<file path="src/rtl/ysyx_25040129_mem_arbiter_pkg.sv">
// Shared encodings for the IFU/LSU memory arbiter: FSM states, master ids, AXI response codes.
package ysyx_25040129_mem_arbiter_pkg;

   // Arbiter FSM states (3-bit state register)
   localparam logic [2:0] ARB_IDLE   = 3'd0;
   localparam logic [2:0] ARB_IFU_AR = 3'd1;
   localparam logic [2:0] ARB_IFU_R  = 3'd2;
   localparam logic [2:0] ARB_LSU_AR = 3'd3;
   localparam logic [2:0] ARB_LSU_R  = 3'd4;
   localparam logic [2:0] ARB_LSU_W  = 3'd5;
   localparam logic [2:0] ARB_LSU_B  = 3'd6;

   // Master ids, also used as bit positions in the picker request vector
   localparam logic ARB_M_IFU = 1'b0;
   localparam logic ARB_M_LSU = 1'b1;

   // AXI response codes
   localparam logic [1:0] OKAY   = 2'b00;
   localparam logic [1:0] SLVERR = 2'b10;

   // First state of the transaction granted to a master
   function automatic logic [2:0] arb_grant_state(input logic master, input logic lsu_write);
      if (master == ARB_M_IFU) begin
         return ARB_IFU_AR;
      end else if (lsu_write) begin
         return ARB_LSU_W;
      end else begin
         return ARB_LSU_AR;
      end
   endfunction

endpackage

</file>
<file path="src/rtl/ysyx_25040129_mem_arbiter_pick.sv">
// Two-way request picker: alternating (FAIR=1) or LSU-priority (FAIR=0) grant.
module ysyx_25040129_arb_pick
   import ysyx_25040129_mem_arbiter_pkg::*;
#(
   parameter int unsigned FAIR = 1
) (
   input  logic [1:0] req_i,
   input  logic       last_i,
   output logic       grant_o
);

   // Grant one requester; output is don't-care-but-defined when nobody requests
   always_comb begin
      grant_o = ARB_M_IFU;
      if (req_i[ARB_M_IFU] && req_i[ARB_M_LSU]) begin
         grant_o = (FAIR != 0) ? ~last_i : ARB_M_LSU;
      end else if (req_i[ARB_M_LSU]) begin
         grant_o = ARB_M_LSU;
      end
   end

endmodule

</file>
<file path="src/rtl/ysyx_25040129_mem_arbiter.sv">
// IFU/LSU to single downstream AXI4-lite(+burst) arbiter feeding the MMU.
// One transaction in flight; the grant is held until the response handshake completes.
module ysyx_25040129_mem_arbiter
   import ysyx_25040129_mem_arbiter_pkg::*;
#(
   parameter int unsigned ADDR_W = 32,
   parameter int unsigned DATA_W = 32,
   parameter int unsigned FAIR   = 1
) (
   input  logic                clk,
   input  logic                rst,
   // IFU read channels
   input  logic [ADDR_W-1:0]   ifu_araddr,
   input  logic [2:0]          ifu_arsize,
   input  logic [7:0]          ifu_arlen,
   input  logic [1:0]          ifu_arburst,
   input  logic                ifu_arvalid,
   output logic                ifu_arready,
   output logic [DATA_W-1:0]   ifu_rdata,
   output logic [1:0]          ifu_rresp,
   output logic                ifu_rlast,
   output logic                ifu_rvalid,
   input  logic                ifu_rready,
   // LSU read channels
   input  logic [ADDR_W-1:0]   lsu_araddr,
   input  logic [2:0]          lsu_arsize,
   input  logic [7:0]          lsu_arlen,
   input  logic [1:0]          lsu_arburst,
   input  logic                lsu_arvalid,
   output logic                lsu_arready,
   output logic [DATA_W-1:0]   lsu_rdata,
   output logic [1:0]          lsu_rresp,
   output logic                lsu_rlast,
   output logic                lsu_rvalid,
   input  logic                lsu_rready,
   // LSU write channels
   input  logic [ADDR_W-1:0]   lsu_awaddr,
   input  logic                lsu_awvalid,
   output logic                lsu_awready,
   input  logic [DATA_W-1:0]   lsu_wdata,
   input  logic [DATA_W/8-1:0] lsu_wstrb,
   input  logic                lsu_wvalid,
   output logic                lsu_wready,
   output logic [1:0]          lsu_bresp,
   output logic                lsu_bvalid,
   input  logic                lsu_bready,
   // Downstream (MMU in_*) port
   output logic [ADDR_W-1:0]   out_araddr,
   output logic [2:0]          out_arsize,
   output logic [7:0]          out_arlen,
   output logic [1:0]          out_arburst,
   output logic                out_arvalid,
   input  logic                out_arready,
   input  logic [DATA_W-1:0]   out_rdata,
   input  logic [1:0]          out_rresp,
   input  logic                out_rlast,
   input  logic                out_rvalid,
   output logic                out_rready,
   output logic [ADDR_W-1:0]   out_awaddr,
   output logic                out_awvalid,
   input  logic                out_awready,
   output logic [DATA_W-1:0]   out_wdata,
   output logic [DATA_W/8-1:0] out_wstrb,
   output logic                out_wvalid,
   input  logic                out_wready,
   input  logic [1:0]          out_bresp,
   input  logic                out_bvalid,
   output logic                out_bready
);

   logic [2:0] state_q, state_d;
   logic       last_q, last_d;
   logic       aw_done_q, aw_done_d;
   logic       w_done_q, w_done_d;

   logic       lsu_wr_req;
   logic [1:0] req;
   logic       grant;

   assign lsu_wr_req       = lsu_awvalid && lsu_wvalid;
   assign req[ARB_M_IFU]   = ifu_arvalid;
   assign req[ARB_M_LSU]   = lsu_wr_req || lsu_arvalid;

   ysyx_25040129_arb_pick #(
      .FAIR (FAIR)
   ) u_pick (
      .req_i   (req),
      .last_i  (last_q),
      .grant_o (grant)
   );

   // State, last winner and write-channel done flags
   always_ff @(posedge clk or negedge rst) begin
      if (!rst) begin
         state_q   <= ARB_IDLE;
         last_q    <= ARB_M_IFU;
         aw_done_q <= 1'b0;
         w_done_q  <= 1'b0;
      end else begin
         state_q   <= state_d;
         last_q    <= last_d;
         aw_done_q <= aw_done_d;
         w_done_q  <= w_done_d;
      end
   end

   // Next-state: arbitrate in IDLE, advance on forwarded handshakes elsewhere
   always_comb begin
      state_d   = state_q;
      last_d    = last_q;
      aw_done_d = aw_done_q;
      w_done_d  = w_done_q;
      case (state_q)
         ARB_IDLE: begin
            if (|req) begin
               state_d = arb_grant_state(grant, lsu_wr_req);
            end
         end
         ARB_IFU_AR: if (out_arvalid && out_arready) state_d = ARB_IFU_R;
         ARB_LSU_AR: if (out_arvalid && out_arready) state_d = ARB_LSU_R;
         ARB_IFU_R: begin
            if (out_rvalid && out_rready && out_rlast) begin
               state_d = ARB_IDLE;
               last_d  = ARB_M_IFU;
            end
         end
         ARB_LSU_R: begin
            if (out_rvalid && out_rready && out_rlast) begin
               state_d = ARB_IDLE;
               last_d  = ARB_M_LSU;
            end
         end
         ARB_LSU_W: begin
            // AW and W may complete in either order; flags are cleared on exit
            aw_done_d = aw_done_q || (out_awvalid && out_awready);
            w_done_d  = w_done_q  || (out_wvalid && out_wready);
            if (aw_done_d && w_done_d) begin
               state_d   = ARB_LSU_B;
               aw_done_d = 1'b0;
               w_done_d  = 1'b0;
            end
         end
         ARB_LSU_B: begin
            if (out_bvalid && out_bready) begin
               state_d = ARB_IDLE;
               last_d  = ARB_M_LSU;
            end
         end
         default: state_d = ARB_IDLE;
      endcase
   end

   // Forwarding muxes: only the granted master's channels connect downstream
   always_comb begin
      out_araddr  = '0;
      out_arsize  = '0;
      out_arlen   = '0;
      out_arburst = '0;
      out_arvalid = 1'b0;
      ifu_arready = 1'b0;
      lsu_arready = 1'b0;
      ifu_rdata   = '0;
      ifu_rresp   = '0;
      ifu_rlast   = 1'b0;
      ifu_rvalid  = 1'b0;
      lsu_rdata   = '0;
      lsu_rresp   = '0;
      lsu_rlast   = 1'b0;
      lsu_rvalid  = 1'b0;
      out_rready  = 1'b0;
      out_awaddr  = '0;
      out_awvalid = 1'b0;
      lsu_awready = 1'b0;
      out_wdata   = '0;
      out_wstrb   = '0;
      out_wvalid  = 1'b0;
      lsu_wready  = 1'b0;
      lsu_bresp   = '0;
      lsu_bvalid  = 1'b0;
      out_bready  = 1'b0;
      case (state_q)
         ARB_IFU_AR: begin
            out_araddr  = ifu_araddr;
            out_arsize  = ifu_arsize;
            out_arlen   = ifu_arlen;
            out_arburst = ifu_arburst;
            out_arvalid = ifu_arvalid;
            ifu_arready = out_arready;
         end
         ARB_LSU_AR: begin
            out_araddr  = lsu_araddr;
            out_arsize  = lsu_arsize;
            out_arlen   = lsu_arlen;
            out_arburst = lsu_arburst;
            out_arvalid = lsu_arvalid;
            lsu_arready = out_arready;
         end
         ARB_IFU_R: begin
            ifu_rdata  = out_rdata;
            ifu_rresp  = out_rresp;
            ifu_rlast  = out_rlast;
            ifu_rvalid = out_rvalid;
            out_rready = ifu_rready;
         end
         ARB_LSU_R: begin
            lsu_rdata  = out_rdata;
            lsu_rresp  = out_rresp;
            lsu_rlast  = out_rlast;
            lsu_rvalid = out_rvalid;
            out_rready = lsu_rready;
         end
         ARB_LSU_W: begin
            out_awaddr  = lsu_awaddr;
            out_awvalid = lsu_awvalid && !aw_done_q;
            lsu_awready = out_awready && !aw_done_q;
            out_wdata   = lsu_wdata;
            out_wstrb   = lsu_wstrb;
            out_wvalid  = lsu_wvalid && !w_done_q;
            lsu_wready  = out_wready && !w_done_q;
         end
         ARB_LSU_B: begin
            lsu_bresp  = out_bresp;
            lsu_bvalid = out_bvalid;
            out_bready = lsu_bready;
         end
         default: ;
      endcase
   end

endmodule

</file>
<file path="config.mk">
export PLATFORM = sky130hd
export DESIGN_NAME = ysyx_25040129_mem_arbiter
export DESIGN_NICKNAME = d
export VERILOG_FILES = /design/src/rtl/ysyx_25040129_mem_arbiter_pkg.sv /design/src/rtl/ysyx_25040129_mem_arbiter_pick.sv /design/src/rtl/ysyx_25040129_mem_arbiter.sv
export SDC_FILE = /design/constraint.sdc
export NUM_CORES = 1
export LEC_CHECK = 0
export CAP_MARGIN = 20
export CORE_AREA = 3 3 158 160
export CTS_CLUSTER_DIAMETER = 100
export DETAILED_ROUTE_END_ITERATION = 6
export DIE_AREA = 0 0 161 163
export GPL_ROUTABILITY_DRIVEN = 0
export PLACE_DENSITY = 0.54
export SETUP_SLACK_MARGIN = 0.15
export SYNTH_ARGS = -nofsm -noshare
export SYNTH_HDL_FRONTEND = slang
export SYNTH_SLANG_ARGS = --single-unit
</file>
<file path="constraint.sdc">
create_clock -name clk -period 2.2 [get_ports clk]
set_clock_uncertainty 0.15 [all_clocks]
set_input_delay 0.66 -clock clk [delete_from_list [all_inputs] [get_ports clk]]
set_output_delay 0.66 -clock clk [all_outputs]
set_load 0.01 [all_outputs]
</file>
Word-level counts from Yosys, hierarchy flattened
Cells that the tools add are included.

Eq/ne operators: 14. Multiplexer cells: 43. Bitwise logic cells: 1. Reductions and logical operators: 24.

Operators with widths (count): 32-bit 2-to-1 mux (4); 32-bit one-hot mux with 2 select lines (1); 3-bit 2-to-1 mux (8); 1-bit 2-to-1 mux (19); 3-bit one-hot mux with 6 select lines (1); 8-bit one-hot mux with 2 select lines (1); 2-bit inequality test (second input constant) (7); 1-bit logical AND (13); 3-bit equality test (second input constant) (3); 3-bit by 2-bit equality test with 1-bit output (second input constant) (2); 2-bit 2-to-1 mux (3); 3-bit one-hot mux with 2 select lines (1); 6-bit AND reduction (1); 4-bit 2-to-1 mux (1); 1-bit one-hot mux with 2 select lines (2); 2-bit one-hot mux with 2 select lines (1); 4-bit AND reduction (1); 2-bit OR reduction (2); 3-bit by 1-bit equality test with 1-bit output (second input constant) (1); 3-bit logical NOT (1); 1-bit logical OR (3); 1-bit one-hot mux with 3 select lines (1); 3-bit nonzero test (1); 1-bit logical NOT (2); other kinds (2) (2).

Register bits after elaboration: 6. Input bits: 209. Output and inout bits: 197. Logic and storage cells: 86.

Longest topological paths before layout
Depth after elaboration: 8. Gate-level depth with buffers: 6.

Hierarchy
From an unflattened synthesis, not the netlist that was laid out.

Cell total of the unflattened synthesis: 288. Area total of the unflattened synthesis: 1968.1 um^2.

Modules (own cells, without submodules): ysyx_25040129_mem_arbiter (times used 1, cells each 287, area an instance 1956.9 um^2, sequential area each 150.1 um^2); ysyx_25040129_arb_pick (times used 1, cells each 1, area an instance 11.3 um^2, sequential area each 0.0 um^2).

Worst setup path before layout
Ideal clock, no wire load.

Path type: reg2out. Start point: reg state_q[2]. End point: out lsu_awready. Data arrival time: 1305 ps. Path slack: 85 ps. Stages on the path, launching flop included: 6. Cell sequence: dfrtp_1 buf_6 nand2_1 or2_1 buf_2 nor3b_1.

Longest elaborated chain between the ends: 2.

Ends and longest elaborated chain: start, declared (RTL line ysyx_25040129_mem_arbiter.sv:71) `logic [2:0] state_q, state_d;`; start signal, assigned (RTL line ysyx_25040129_mem_arbiter.sv:100) `state_q <= state_d;`; 3-bit equality test (RTL line ysyx_25040129_mem_arbiter.sv:181) `case (state_q)`; 1-bit 2-to-1 mux (RTL line ysyx_25040129_mem_arbiter.sv:181); end, declared (RTL line ysyx_25040129_mem_arbiter.sv:39) `output logic lsu_awready,`.

Every way passes these cells.

Worst setup path in the final report
Start point: reg state_q[1]. End point: out ifu_rdata[9].

Longest elaborated chain between the ends: 2.

Ends and longest elaborated chain: 3-bit by 2-bit equality test with 1-bit output (RTL line ysyx_25040129_mem_arbiter.sv:181); 32-bit 2-to-1 mux (RTL line ysyx_25040129_mem_arbiter.sv:181); end, declared (RTL line ysyx_25040129_mem_arbiter.sv:19) `output logic [DATA_W-1:0] ifu_rdata,`.

Every way passes these cells.

==> impl_metrics.csv <==
group,metric,value,unit
floorplan,core_area,0.0235,sq mm
final_layout,drive_above_1_share,56.5,%
global_routing,grt_pass1_wl,27.2,mm
global_routing,first_global_vias,4434,
place,post-place-ws,-0.607,ns
yosys,yosys_warnings,0,
place,hpwlAfterDp,13.4,mm
run_status,violations,"setup timing",
drt,wl,20.4,mm
floorplan,ios,406,
hold_path,hold_path.startpoint,"last_q",
critical_path,critical_path_class,"reg2out",
yosys,yosysTopAreaCellShare,34.4,%
yosys,yosysTopAreaCell,"and2_1",
yosys,synth_cell_types,34,
critical_path,startpoint_type,"register",
drt,viasPerCell,3.86,
final_layout,final_util,34.3,%
sta,drv_slew,0,
place,dp.cells,1011,
hold_path,hold_class,"reg2reg",
yosys,synth_nets,490,
yosys,synth_top_family_by_area,"simple AND/OR/NAND/NOR gates",
global_routing,antenna_found_initial,0,
sta,period_needed,2.51,ns
yosys,seq_area_frac_synth,7.64,%
yosys,synth_area_leaders,"and2_1 (34%), a22o_1 (20%), and3_1 (11%)",
clock_tree,cts_buffer_depth,2,
clock_tree,cts-htree-levels,1,
final_layout,fillers,2454,
drt,vias,4215,
drt,dr.pass1.iters,4,
global_routing,grt_usage,13.4,%
yosys,synth-edff-count,0,
clock_tree,root_buffer,"clkbuf_16",
drt,post-route-drc-count,0,
final_layout,n_antenna_cell,0,
floorplan,rows,56,
sta,fin_hold_ws,0.360,ns
place,placed_area,0.00664,sq mm
sta,slew_headroom,74.7,%
yosys,yosys.area_share.simple,55.9,%
critical_path,r2r_cells,9,
sta,max_freq,399,MHz
critical_path,critPathArrivalTime,1.70,ns
pwr,p_leak,3.80,nW
run_status,status,"finished, violations left",
floorplan,initial_core_util,8.35,%
yosys,synth_seq_cells,6,
sta,rsz0062_at_grt,"yes",
clock_tree,clk_pin_slew,0.03,ns
critical_path,path_max_fanout,6,
critical_path,rrSetupSlack,0.04,ns
yosys,synth-main-ff-cell,"dfrtp_1",
sta,setup_viol,197,
critical_path,r2r-end,"state_q[2]",
sta,finalHoldViolCount,0,
floorplan,die_area,0.0262,sq mm
sta,worstMarginPinSlew,0.378,ns
clock_tree,cts_tree,"yes",
global_routing,grt_overflow,0,
pwr,p_per_area,895,mW/mm^2
pwr,vdd_drop_max,0.000392,V
critical_path,crit_slowest_cell,"dfrtp_2",
yosys,synth-xor-area-share,0,%
critical_path,worstReg2RegStart,"state_q[1]",
hold_path,whs_endpoint,"last_q",
yosys,syn_area,0.00197,sq mm
drt,ant_nets,0,
critical_path,crit_path_max_incr_delay,0.43,ns
clock_tree,cts_num_sinks,6,
yosys,synth-compound-area-share,26.5,%
yosys,synth-adder-area-share,0,%
global_routing,grt_max_degree,27,
drt,first_iter_violations,85,
yosys,ys_async_sr_fraction,100,%
yosys,synth.area.mux_share,1.34,%
final_layout,finalNonFillerCells,1091,
clock_tree,worstSkewPairLatency,0.23,ns
sta,fin_crit_sh,114,%
floorplan,die_y,163,um
yosys,syn_avg_cell_area,7.00,sq um
critical_path,end_kind,"primary output",
yosys,synth_cells,281,
final_layout,final_area,0.00808,sq mm
floorplan,die_w,161,um
critical_path,path_cells,"buf_6 -> nor3b_4 -> buf_6 -> buf_12 -> buf_16 -> buf_6 -> and2_4 -> buf_6",
job,cap_viol_max_count,0,
drt,avgRoutedWirePerCell,18.7,um
sta,fin_ws,-0.306,ns
final_layout,area_growth,311,%
place,port_buffers,405,
hold_path,worstHoldPathCells,1,
critical_path,crit_required,1.39,ns
critical_path,cp_common_cell,"buf_6",
final_layout,nets,983,
clock_tree,cts_made_buffers,3,
## layer usage
metal / global-route usage [%] / vias to the layer above / wire length [um]
li1: - / 1995 / -
met1: 13.7 / 1957 / 7150
met2: 26.8 / 240 / 11200
met3: 4.07 / 23 / 1660
met4: 2.46 / 0 / 350
met5: 0 / - / 0
## final cells by class
class / instances / area, sq um / area share (%)
clock buffers: 3 / 75.1 / 0.929
inverters: 1 / 6.26 / 0.0774
multi-input cells: 241 / 2020 / 25.0
flip-flops and latches: 6 / 151 / 1.87
well taps: 319 / 399 / 4.94
repair buffers: 521 / 5430 / 67.2
## metrics by stage
step,setup TNS (ns),power [mW]
floorplan,0,2.11
global placement,-84.36,4.75
detailed placement,-83.11,4.71
CTS,-45.32,6.30
global route,-51.78,7.65
finish,-40.99,7.23
## worst max path at each step
stage                     start        endpoint  slack, ns
floorplan            state_q[2]     lsu_awready       0.08
global placement     out_wready      lsu_wready      -0.62
detailed placement  out_arready     ifu_arready      -0.61
CTS                  state_q[0]    out_arlen[5]      -0.32
global route         state_q[0]  out_araddr[22]      -0.35
finish               state_q[1]    ifu_rdata[9]      -0.31
## cell usage after synthesis (2+ instances only)
master	instances
dfrtp_1	6
and3_1	36
buf_4	6
clkbuf_1	16
nor2_1	6
a21oi_1	5
nand2_1	4
nor3b_1	5
and2_2	2
o21ai_0	2
nand4_1	2
a32o_1	2
buf_2	9
nand3_1	7
a22o_1	46
a31oi_1	2
and2_1	108
## worst max-delay path, delay by kind of cell (launching register included)
kind / cells / cell delay [ns]
buffers and inverters: 6 / 0.77
flip-flops: 1 / 0.43
AND/OR/NAND/NOR: 2 / 0.27
## what timing repair did
item,CTS,global route
setup buffers,43,8
pin swaps,49,49
resized for setup,929,177
hold buffers,0,0
cloned,15,12
endpoints found under the setup margin,199,199
## report_power, final
group	switching (mW)	leakage, nW	total [mW]	internal, mW
clock	0.0601	0.0370	0.293	0.233
sequential	0.0572	0.0734	0.224	0.166
combinational	2.69	3.69	6.71	4.02
## kinds of logic after synthesis
group | count (synthesis)
simple gates | 176
compound gates | 63
buf+inv | 34
flops | 6
mux | 2
## sequential cells by signal (all words and copies together), names as in the netlist
register	cells
aw_done_q	1
w_done_q	1
last_q	1
state_q	3
## cell usage in the layout, fill, tap and decap left out, types with 2 or more instances in the layout
master and n:
dlygate4sd2_1 7, buf_2 84, a22o_1 46, and2_1 32, clkdlybuf4s50_1 199, and3b_2 2
nand3_1 7, and3_4 21, nor3b_2 4, nor3b_4 2, and2_4 78, a21oi_1 4
buf_6 144, buf_8 5, dfrtp_1 5, nand4_1 2, nand2_1 4, buf_4 41
buf_12 14, nor2_1 5, clkbuf_16 13, a31oi_1 2, clkdlybuf4s15_1 2, and3_1 15
o21ai_0 2, buf_16 14
(Power assumes the default switching activity.)
